### src/rtl/serial_sub.sv
// Bit-serial subtractor: D = A - B - B_in, one bit per clock, LSB first.
// Optional SERIAL_SUB_OVF_EN adds a two's-complement overflow output V.
module serial_sub #(
  parameter int WIDTH = 4
) (
  input  logic             CLK,
  input  logic             RST_n,
  input  logic             start,
  input  logic [WIDTH-1:0] A,
  input  logic [WIDTH-1:0] B,
  input  logic             B_in,
  output logic             busy,
  output logic             done,
  output logic [WIDTH-1:0] D,
  output logic             B_out
`ifdef SERIAL_SUB_OVF_EN
  ,
  output logic             V
`endif
);

  localparam int CW = (WIDTH > 1) ? $clog2(WIDTH) : 1;
  localparam logic [CW-1:0] LAST = CW'(WIDTH - 1);

  typedef enum logic [1:0] {IDLE, RUN, DONE} state_t;

  state_t           state_reg, state_next;
  logic [WIDTH-1:0] a_reg, b_reg, res_reg, d_reg;
  logic [CW-1:0]    cnt_reg;
  logic             br_reg, bout_reg;
  logic             load, step, last;
  logic             d_bit, br_next;
  logic [WIDTH-1:0] res_next;

  always_ff @(posedge CLK or negedge RST_n) begin
    if (!RST_n) state_reg <= IDLE;
    else        state_reg <= state_next;
  end

  always_comb begin
    state_next = state_reg;
    busy       = 1'b0;
    done       = 1'b0;
    load       = 1'b0;
    step       = 1'b0;
    case (state_reg)
      IDLE: begin
        if (start) begin
          load       = 1'b1;
          state_next = RUN;
        end
      end
      RUN: begin
        busy = 1'b1;
        step = 1'b1;
        if (last) state_next = DONE;
      end
      DONE: begin
        done = 1'b1;
        if (start) begin
          load       = 1'b1;
          state_next = RUN;
        end else begin
          state_next = IDLE;
        end
      end
      default: state_next = IDLE;
    endcase
  end

  // One full-subtractor slice on the current LSBs of the shifted operands
  assign last     = (cnt_reg == LAST);
  assign d_bit    = a_reg[0] ^ b_reg[0] ^ br_reg;
  assign br_next  = (~a_reg[0] & b_reg[0]) | (~a_reg[0] & br_reg) | (b_reg[0] & br_reg);
  assign res_next = {d_bit, res_reg[WIDTH-1:1]};

  always_ff @(posedge CLK or negedge RST_n) begin
    if (!RST_n) begin
      a_reg    <= '0;
      b_reg    <= '0;
      res_reg  <= '0;
      br_reg   <= 1'b0;
      cnt_reg  <= '0;
      d_reg    <= '0;
      bout_reg <= 1'b0;
    end else if (load) begin
      a_reg   <= A;
      b_reg   <= B;
      br_reg  <= B_in;
      res_reg <= '0;
      cnt_reg <= '0;
    end else if (step) begin
      a_reg   <= a_reg >> 1;
      b_reg   <= b_reg >> 1;
      br_reg  <= br_next;
      res_reg <= res_next;
      cnt_reg <= cnt_reg + 1'b1;
      // Visible outputs only change on the final bit, never mid-operation
      if (last) begin
        d_reg    <= res_next;
        bout_reg <= br_next;
      end
    end
  end

  assign D     = d_reg;
  assign B_out = bout_reg;

`ifdef SERIAL_SUB_OVF_EN
  logic v_reg;

  // On the final step br_reg is the borrow into the MSB, br_next the borrow out
  always_ff @(posedge CLK or negedge RST_n) begin
    if (!RST_n)             v_reg <= 1'b0;
    else if (step && last)  v_reg <= br_reg ^ br_next;
  end

  assign V = v_reg;
`endif

endmodule

### config.mk
export PLATFORM = sky130hd
export DESIGN_NAME = serial_sub
export DESIGN_NICKNAME = d
export VERILOG_FILES = /design/src/rtl/serial_sub.sv
export SDC_FILE = /design/constraint.sdc
export NUM_CORES = 1
export LEC_CHECK = 0
export ABC_AREA = 1
export CORE_ASPECT_RATIO = 1.2
export CORE_UTILIZATION = 50
export DETAILED_ROUTE_END_ITERATION = 8
export PLACE_DENSITY = 0.77
export SLEW_MARGIN = 5
export SYNTH_ARGS = -nofsm -noshare
export SYNTH_HDL_FRONTEND = slang
export SYNTH_SLANG_ARGS = --single-unit
### constraint.sdc
create_clock -name CLK -period 3.7 [get_ports CLK]
set_input_delay 1.11 -clock CLK [delete_from_list [all_inputs] [get_ports CLK]]
set_output_delay 1.11 -clock CLK [all_outputs]
set_load 0.02 [all_outputs]
# Word-level counts from Yosys, hierarchy flattened
# Cells that the tools add are included.
# Widths: inputs -> output; s select.
[totals] regBits=22 latch_bits=0 ramBits=0 rom_bits=0 in_bits=12 output_inout_bits=7 wordCells=46 memories=0
[classes] addsub=1 mul=0 n_div=0 order_cmp=0 n_eq_ne=5 n_shift=0 mux=18 n_bitwise=9 n_reduce_logical=5
[ops] op="$mux 4" n=6
[ops] op="$mux 2" n=4
[ops] op="$mux 1" n=7
[ops] op="$pmux 2 s3" n=1
[ops] op="$eq 2x2->1 const B" n=2
[ops] op="$ne 2x2->1 const B" n=2
[ops] op="$and 1x1->1" n=3
[ops] op="$reduce_and 3->1" n=1
[ops] op="$add 2x1->2 const B" n=1
[ops] op="$eq 2x1->1 const B" n=1
[ops] op="$logic_not 2->1" n=1
[ops] op="$not 1->1" n=2
[ops] op="$or 1x1->1" n=2
[ops] op="$reduce_and 2->1" n=1
[ops] op="$reduce_bool 2->1" n=1
[ops] op="$reduce_or 2->1" n=1
[ops] op="$xor 1x1->1" n=2

# Depth between registers and ports, before layout
# Gate-level depths: netlist (run 1).
[logic_depth] word_depth=6 ltp_mapped=5 ltp_nobuf=5

# Least setup slack after synthesis (run 1)
# No wires, ideal clock.
[synth_path] path_kind="register -> output" startpoint="reg state_reg[1]" endpoint="out done" arrival_ns=0.744 required_time_ns=2.590 slack_ns=1.846 path_stages_with_launch=3 n_path_buf=0 cell_sequence="dfrtp_1 > inv_1 > nor2_1"
[synth_via] elab_chain_len=2
[synth_lines] element="start: declaration" line="27" text="state_t state_reg, state_next;"
[synth_lines] element="start signal: assignment" line="37" text="else state_reg <= state_next;"
[synth_lines] element="$eq 2x2->1" line="46" text="case (state_reg)"
[synth_lines] element="$mux 1" line="46"
[synth_lines] element="end: declaration" line="13" text="output logic done,"
# No other way between the ends.

# Worst setup path after layout (run 1)
[layout_path] startpoint="reg state_reg[0]" endpoint="out busy"
[layout_via] elab_chain_len=2
[layout_lines] element="$eq 2x1->1" line="46"
[layout_lines] element="$mux 1" line="46"
[layout_lines] element="end: declaration" line="12" text="output logic busy,"
# No other way between the ends.

==> impl_metrics.yaml, run 1 <==
final_layout:
  area_growth_syn_to_layout_pct: 19.5
  insertedDiodeCount: 0
  drive_above_1_share_pct: 14.9
  nNetsFinal: 136
  fillerInstances: 168
  fin_util_pct: 63.9
clock_tree:
  clkTransAtPathRegs_ns: 0.11
  postCtsHoldBufs: 0
  cts_setup_buffers: 0
  number_of_buffers_inserted_during_clock_tree_synthesis: 3
  clock_latency_ns: 0.30
  ctsResizeCount: 0
  cts_root_buf: "sky130_fd_sc_hd__clkbuf_4"
  number_of_levels_the_h_tree_was_split_into: 1
  cts_max_path_buffers: 2
  tritoncts_num_sinks: 21
  clock_tree_from_tritoncts: "done"
die:
  rows: 17
  placeableCoreArea_um2: 1850
  ioPinCount: 19
  die_boundary_width_um: 42.6
  die-area_um2: 2160
  initial_utilization_pct: 53.5
  fp.dieH_um: 50.7
timing:
  slew_violations: 0
  fin_crit_sh_pct: 77.1
  max_freq_ghz: 0.351
  timing_worst_slew_pin_value_ns: 0.910
  finalSetupTns_ns: 0
  grt_setup_unrepaired: "no"
  timing.slew.headroom_pct: 39.1
  report.final.setup_viol: 0
  fin_crit_ns: 2.85
  finalClockSkew_ns: 0.00482
  fin_ws_ns: 0.849
  timing_hold_violations_final: 0
  final.hold.worst_slack_ns: 0.486
yosys:
  synthSimpleGateAreaFrac_pct: 35.1
  synth-main-ff-cell: "sky130_fd_sc_hd__dfrtp_1"
  synth.cells.most_frequent: "sky130_fd_sc_hd__nand2_1 (38), sky130_fd_sc_hd__dfrtp_1 (21), sky130_fd_sc_hd__nand3_1 (12), sky130_fd_sc_hd__nand3_2 (9), sky130_fd_sc_hd__inv_1 (6)"
  asyncSetResetFlopFracSynth_pct: 100
  synth_largest_type_area_fraction_pct: 53.1
  synth_top_cell_by_area: "sky130_fd_sc_hd__dfrtp_1"
  postSynthNetCount: 116
  combinational_family_with_the_most_area_after_synthesis: "simple AND/OR/NAND/NOR gates"
  ys_ff_latch: 21
  number_of_synthesized_flops_with_an_enable_pin: 0
  syn_area_per_cell_um2: 9.70
  synth.mux.area_fraction_pct: 0
  synth_most_common_cell: "sky130_fd_sc_hd__nand2_1"
  synth.yosys.warnings: 0
  yosys.area_share.adder_pct: 3.29
  yosys.cell_types.count: 15
  yosys-top-cells-area: "sky130_fd_sc_hd__dfrtp_1 (53%), sky130_fd_sc_hd__nand2_1 (14%), sky130_fd_sc_hd__nand3_2 (9.1%)"
  syn-instance-count: 102
  synth_sequential_area_ratio_pct: 53.1
  synthesized_area_fraction_occupied_by_ao_oa_aoi_and_oai_cells_pct: 2.02
  synth.cell_area_um2: 990
  synth_xor_area_share_pct: 0
route:
  via_count: 723
  detail_route.drc_violations: 0
  iteration_0_drc_count_of_the_detailed_router: 5
  drt_pass1_iterations: 3
  drt-wirelength-per-cell_um: 11.7
  avgViaCountPerCell: 5.16
  postRouteAntennaNets: 0
  route.final.wire_length_um: 1630
grt:
  number_of_global_route_vias_before_repair: 693
  maximum_number_of_pins_on_one_net_before_global_route_repair: 22
  grtUsageMet3_pct: 2.16
  grt_remaining_overflow: 0
  grt_antenna_before_repair: 0
  grt_busiest_layer: "met2"
  grtUsageMet1_pct: 21.1
  grt_first_pass_wirelength_um: 2910
  grt_usage_pct: 18.1
  grt_use_met2_pct: 32.1
pwr:
  max-vdd-ir-drop_v: 0.000382
  finalPower_uw: 971
  p_leak_nw: 0.580
  p_per_area_nw_per_um2: 821
placed_design:
  placement.io_buffers: 18
  gpl.final_weighted_congestion: 0.713
  worst_setup_slack_before_clock_tree_synthesis_ns: 1.19
  dpl.hpwl_um: 1180
outcome:
  result_of_the_run: "finished clean"
run:
  cap_viol_max_count: 0
setup_path:
  worst_ep_required_time_ns: 2.59
  crit_family: "buffers and inverters"
  rrSetupSlack_ns: 2.47
  critical_path.max_fanout: 11
  end_kind: "primary output"
  crit_path_top_delay_cell: "sky130_fd_sc_hd__clkdlybuf4s50_1"
  timing.critical_path.buf_inv: 2
  critPathKind: "register to primary output"
  worstPathCellList: "inv_2 > nor2_4 > clkdlybuf4s50_1"
  startpoint_type: "register"
  worst_ep_arrival_time_ns: 1.74
  cpPeakStageDelay_ns: 0.66
hold_path:
  timing.hold.worst.class: "register to register"
## power breakdown
part / total (mW) / switching (mW) / internal [mW]
sequential: 0.404 / 0.0708 / 0.333
clock: 0.107 / 0.0646 / 0.0420
combinational: 0.461 / 0.272 / 0.189
## layout by cell type (no fill, tap or decap)
cell type                         count
sky130_fd_sc_hd__nand2_1             38
sky130_fd_sc_hd__dfrtp_1             21
sky130_fd_sc_hd__clkdlybuf4s50_1     18
sky130_fd_sc_hd__nand3_1             12
sky130_fd_sc_hd__nand3_2              9
sky130_fd_sc_hd__inv_1                6
sky130_fd_sc_hd__o21ai_1              4
sky130_fd_sc_hd__clkbuf_4             3
sky130_fd_sc_hd__nor2_4               2
sky130_fd_sc_hd__nand2_4              2
sky130_fd_sc_hd__inv_2                1
sky130_fd_sc_hd__nor2_1               1
sky130_fd_sc_hd__nor2_2               1
sky130_fd_sc_hd__fa_1                 1
sky130_fd_sc_hd__ha_1                 1
sky130_fd_sc_hd__clkbuf_1             1
## worst min-delay path, cell delays in order, from the launching register on
cell and delay, ns:
sky130_fd_sc_hd__dfrtp_1 0.36, sky130_fd_sc_hd__nand2_1 0.05, sky130_fd_sc_hd__nand2_1 0.05
## through the flow
stage | instances | cell area [um2]
finish | 140 | 1180
global route | 140 | 1180
CTS | 140 | 1180
detailed placement | 136 | 1160
global placement | 136 | 1160
floorplan | 102 | 990
## final cells by class
type	instances	area [um2]	area share (%)
timing repair buffer	18	180	15.2
multi-input combinational	71	400	33.9
clock buffer	4	26.3	2.22
tap	19	23.8	2.01
sequential	21	526	44.4
inverter	7	26.3	2.22
## per-layer routing
metal | vias to the layer above | part of all wire [%]
li1 | 364 | -
met1 | 339 | 43
met2 | 16 | 52
met3 | 4 | 2.9
met4 | 0 | 1.8
met5 | - | 0
## final timing paths
kind / startpoint / end / depth (start not counted)
worst max-delay path: state_reg[0]$_DFFE_PN0P_ / busy / 3
worst min-delay path: D[3]$_DFFE_PN0P_ / D[3]$_DFFE_PN0P_ / 2
worst max register to register: a_reg[0]$_DFFE_PN0P_ / D[3]$_DFFE_PN0P_ / 5
worst min register to register: D[3]$_DFFE_PN0P_ / D[3]$_DFFE_PN0P_ / 2
max in group asynchronous: RST_n / res_reg[1]$_DFFE_PN0P_ / 1
min in group asynchronous: RST_n / D[2]$_DFFE_PN0P_ / 1
## cell families (layout without fill, tap and decap cells)
group           after synthesis  in the layout
simple gates                 65             65
flops                        21             21
buf+inv                      10             29
compound gates                4              4
fa+ha+maj                     2              2
Note: power is estimated with default switching activity, not from simulation.
==> inputs of run 2 (changes only) <==
--- a/config.mk
+++ b/config.mk
@@ -7,9 +7,9 @@
 export LEC_CHECK = 0
 export ABC_AREA = 1
 export CORE_ASPECT_RATIO = 1.2
-export CORE_UTILIZATION = 50
+export CORE_UTILIZATION = 49
 export DETAILED_ROUTE_END_ITERATION = 8
-export PLACE_DENSITY = 0.77
+export PLACE_DENSITY = 0.76
 export SLEW_MARGIN = 5
 export SYNTH_ARGS = -nofsm -noshare
 export SYNTH_HDL_FRONTEND = slang
==> constraint.sdc (replaced) <==
create_clock -name CLK -period 2.9 [get_ports CLK]
set_input_delay 0.87 -clock CLK [delete_from_list [all_inputs] [get_ports CLK]]
set_output_delay 0.87 -clock CLK [all_outputs]
set_load 0.02 [all_outputs]
==> impl_metrics.yaml, run 2 (synthesized netlist as in run 1, its figures left out) <==
grt:
  number_of_global_route_vias_before_repair: 672
  grt_use_met2_pct: 31.8
  grt_remaining_overflow: 0
  grt_first_pass_wirelength_um: 3110
  maximum_number_of_pins_on_one_net_before_global_route_repair: 22
  grt_busiest_layer: "met2"
  grt_antenna_before_repair: 0
  grt_usage_pct: 19.1
  grtUsageMet1_pct: 25.5
  grtUsageMet3_pct: 2.12
route:
  drt-wirelength-per-cell_um: 12.7
  drt_pass1_iterations: 4
  route.final.wire_length_um: 1810
  via_count: 730
  avgViaCountPerCell: 5.14
  postRouteAntennaNets: 0
  detail_route.drc_violations: 0
  iteration_0_drc_count_of_the_detailed_router: 2
clock_tree:
  cts_root_buf: "sky130_fd_sc_hd__clkbuf_4"
  ctsResizeCount: 0
  cts_max_path_buffers: 2
  clock_tree_from_tritoncts: "done"
  postCtsHoldBufs: 0
  cts_setup_buffers: 0
  number_of_buffers_inserted_during_clock_tree_synthesis: 3
  tritoncts_num_sinks: 21
  clkTransAtPathRegs_ns: 0.11
  clock_latency_ns: 0.30
  number_of_levels_the_h_tree_was_split_into: 1
placed_design:
  placement.io_buffers: 18
  dpl.hpwl_um: 1290
  place_area_um2: 1170
  gpl.final_weighted_congestion: 0.726
  worst_setup_slack_before_clock_tree_synthesis_ns: 0.791
final_layout:
  layout_common_cells: "sky130_fd_sc_hd__nand2_1 (38), sky130_fd_sc_hd__dfrtp_1 (21), sky130_fd_sc_hd__clkdlybuf4s50_1 (18), sky130_fd_sc_hd__nand3_1 (12), sky130_fd_sc_hd__nand3_2 (9)"
  nNetsFinal: 138
  drive_above_1_share_pct: 16.3
  layout.cells.most_common: "sky130_fd_sc_hd__nand2_1"
  fillerInstances: 174
  area_growth_syn_to_layout_pct: 21.0
  insertedDiodeCount: 0
  post-route-cell-area_um2: 1200
setup_path:
  launch_instance_of_the_worst_register_to_register_path: "a_reg[0]$_DFFE_PN0P_"
  worst_ep_required_time_ns: 2.03
  worstSetupEndpoint: "done"
  crit-reg2reg-capture: "D[3]$_DFFE_PN0P_"
  worst_ep_arrival_time_ns: 1.59
  rrSetupSlack_ns: 1.64
  critical_path.max_fanout: 2
  startpoint_type: "register"
  critPathKind: "register to primary output"
  end_kind: "primary output"
  worst_r2r_path_depth: 5
  crit_path_start: "state_reg[1]$_DFFE_PN0P_"
outcome:
  result_of_the_run: "finished clean"
die:
  ioPinCount: 19
  placeableCoreArea_um2: 1870
  die-area_um2: 2200
  initial_utilization_pct: 52.9
  die_boundary_width_um: 43.0
  rows: 17
  fp.dieH_um: 51.2
timing:
  timing_hold_violations_final: 0
  max_freq_ghz: 0.406
  grt_setup_unrepaired: "no"
  fin_crit_sh_pct: 84.9
  fin_ws_ns: 0.437
  slew_violations: 0
  report.final.setup_viol: 0
  finalClockSkew_ns: 0.00625
  finalSetupTns_ns: 0
  timing.slew.headroom_pct: 77.9
  timing_worst_slew_pin_value_ns: 0.331
  fin_crit_ns: 2.46
run:
  cap_viol_max_count: 0
pwr:
  finalPower_mw: 1.27
  p_per_area_nw_per_um2: 1060
  p_leak_nw: 0.590
  max-vdd-ir-drop_v: 0.000682
hold_path:
  timing.hold.worst.class: "register to register"
## run 2: metal layers
| layer | share of wire (%) | up-vias |
|---|---|---|
| li1 | - | 365 |
| met1 | 47 | 349 |
| met2 | 49 | 14 |
| met3 | 2.8 | 2 |
| met4 | 0.77 | 0 |
| met5 | 0 | - |
## run 2: final cells by class
| class | instances | area (um2) | share of cell area [%] |
|---|---|---|---|
| Timing Repair Buffer | 20 | 195 | 16.3 |
| Clock buffer | 4 | 26.3 | 2.19 |
| Tap cell | 19 | 23.8 | 1.99 |
| Multi-Input combinational cell | 71 | 400 | 33.4 |
| Inverter | 7 | 26.3 | 2.19 |
| Sequential cell | 21 | 526 | 43.9 |
## run 2: worst min-delay path by stage
stage                                start                to  depth (start not counted)
global placement          D[3]$_DFFE_PN0P_  D[3]$_DFFE_PN0P_                          2
floorplan           res_reg[1]$_DFFE_PN0P_  D[0]$_DFFE_PN0P_                          2
CTS                       D[3]$_DFFE_PN0P_  D[3]$_DFFE_PN0P_                          2
global route              D[3]$_DFFE_PN0P_  D[3]$_DFFE_PN0P_                          2
detailed placement        D[3]$_DFFE_PN0P_  D[3]$_DFFE_PN0P_                          2
finish                    D[3]$_DFFE_PN0P_  D[3]$_DFFE_PN0P_                          2
## run 2: per-stage QoR
stage | hold WS, ns | std cells | utilization (%)
6_report | 0.479 | 142 | 64.0
2_1_floorplan | 0.443 | 102 | -
3_3_place_gp | 0.459 | 138 | 62.6
3_5_place_dp | 0.459 | 138 | 62.6
5_1_grt | 0.516 | 142 | 64.0
4_1_cts | 0.488 | 142 | 64.0
## run 2: worst max-delay path: stages, from the launching register on
cell and delay, ns:
sky130_fd_sc_hd__dfrtp_1 0.42, sky130_fd_sc_hd__inv_1 0.10, sky130_fd_sc_hd__nor2_1 0.15, sky130_fd_sc_hd__clkdlybuf4s50_1 0.63
## run 2: where the power goes
part	internal, mW	leakage, nW	switching, mW	total, mW
Sequential	0.425	0.265	0.0941	0.519
Clock	0.0535	0.0150	0.0838	0.137
Combinational	0.255	0.310	0.357	0.612
Total	0.733	0.590	0.535	1.27
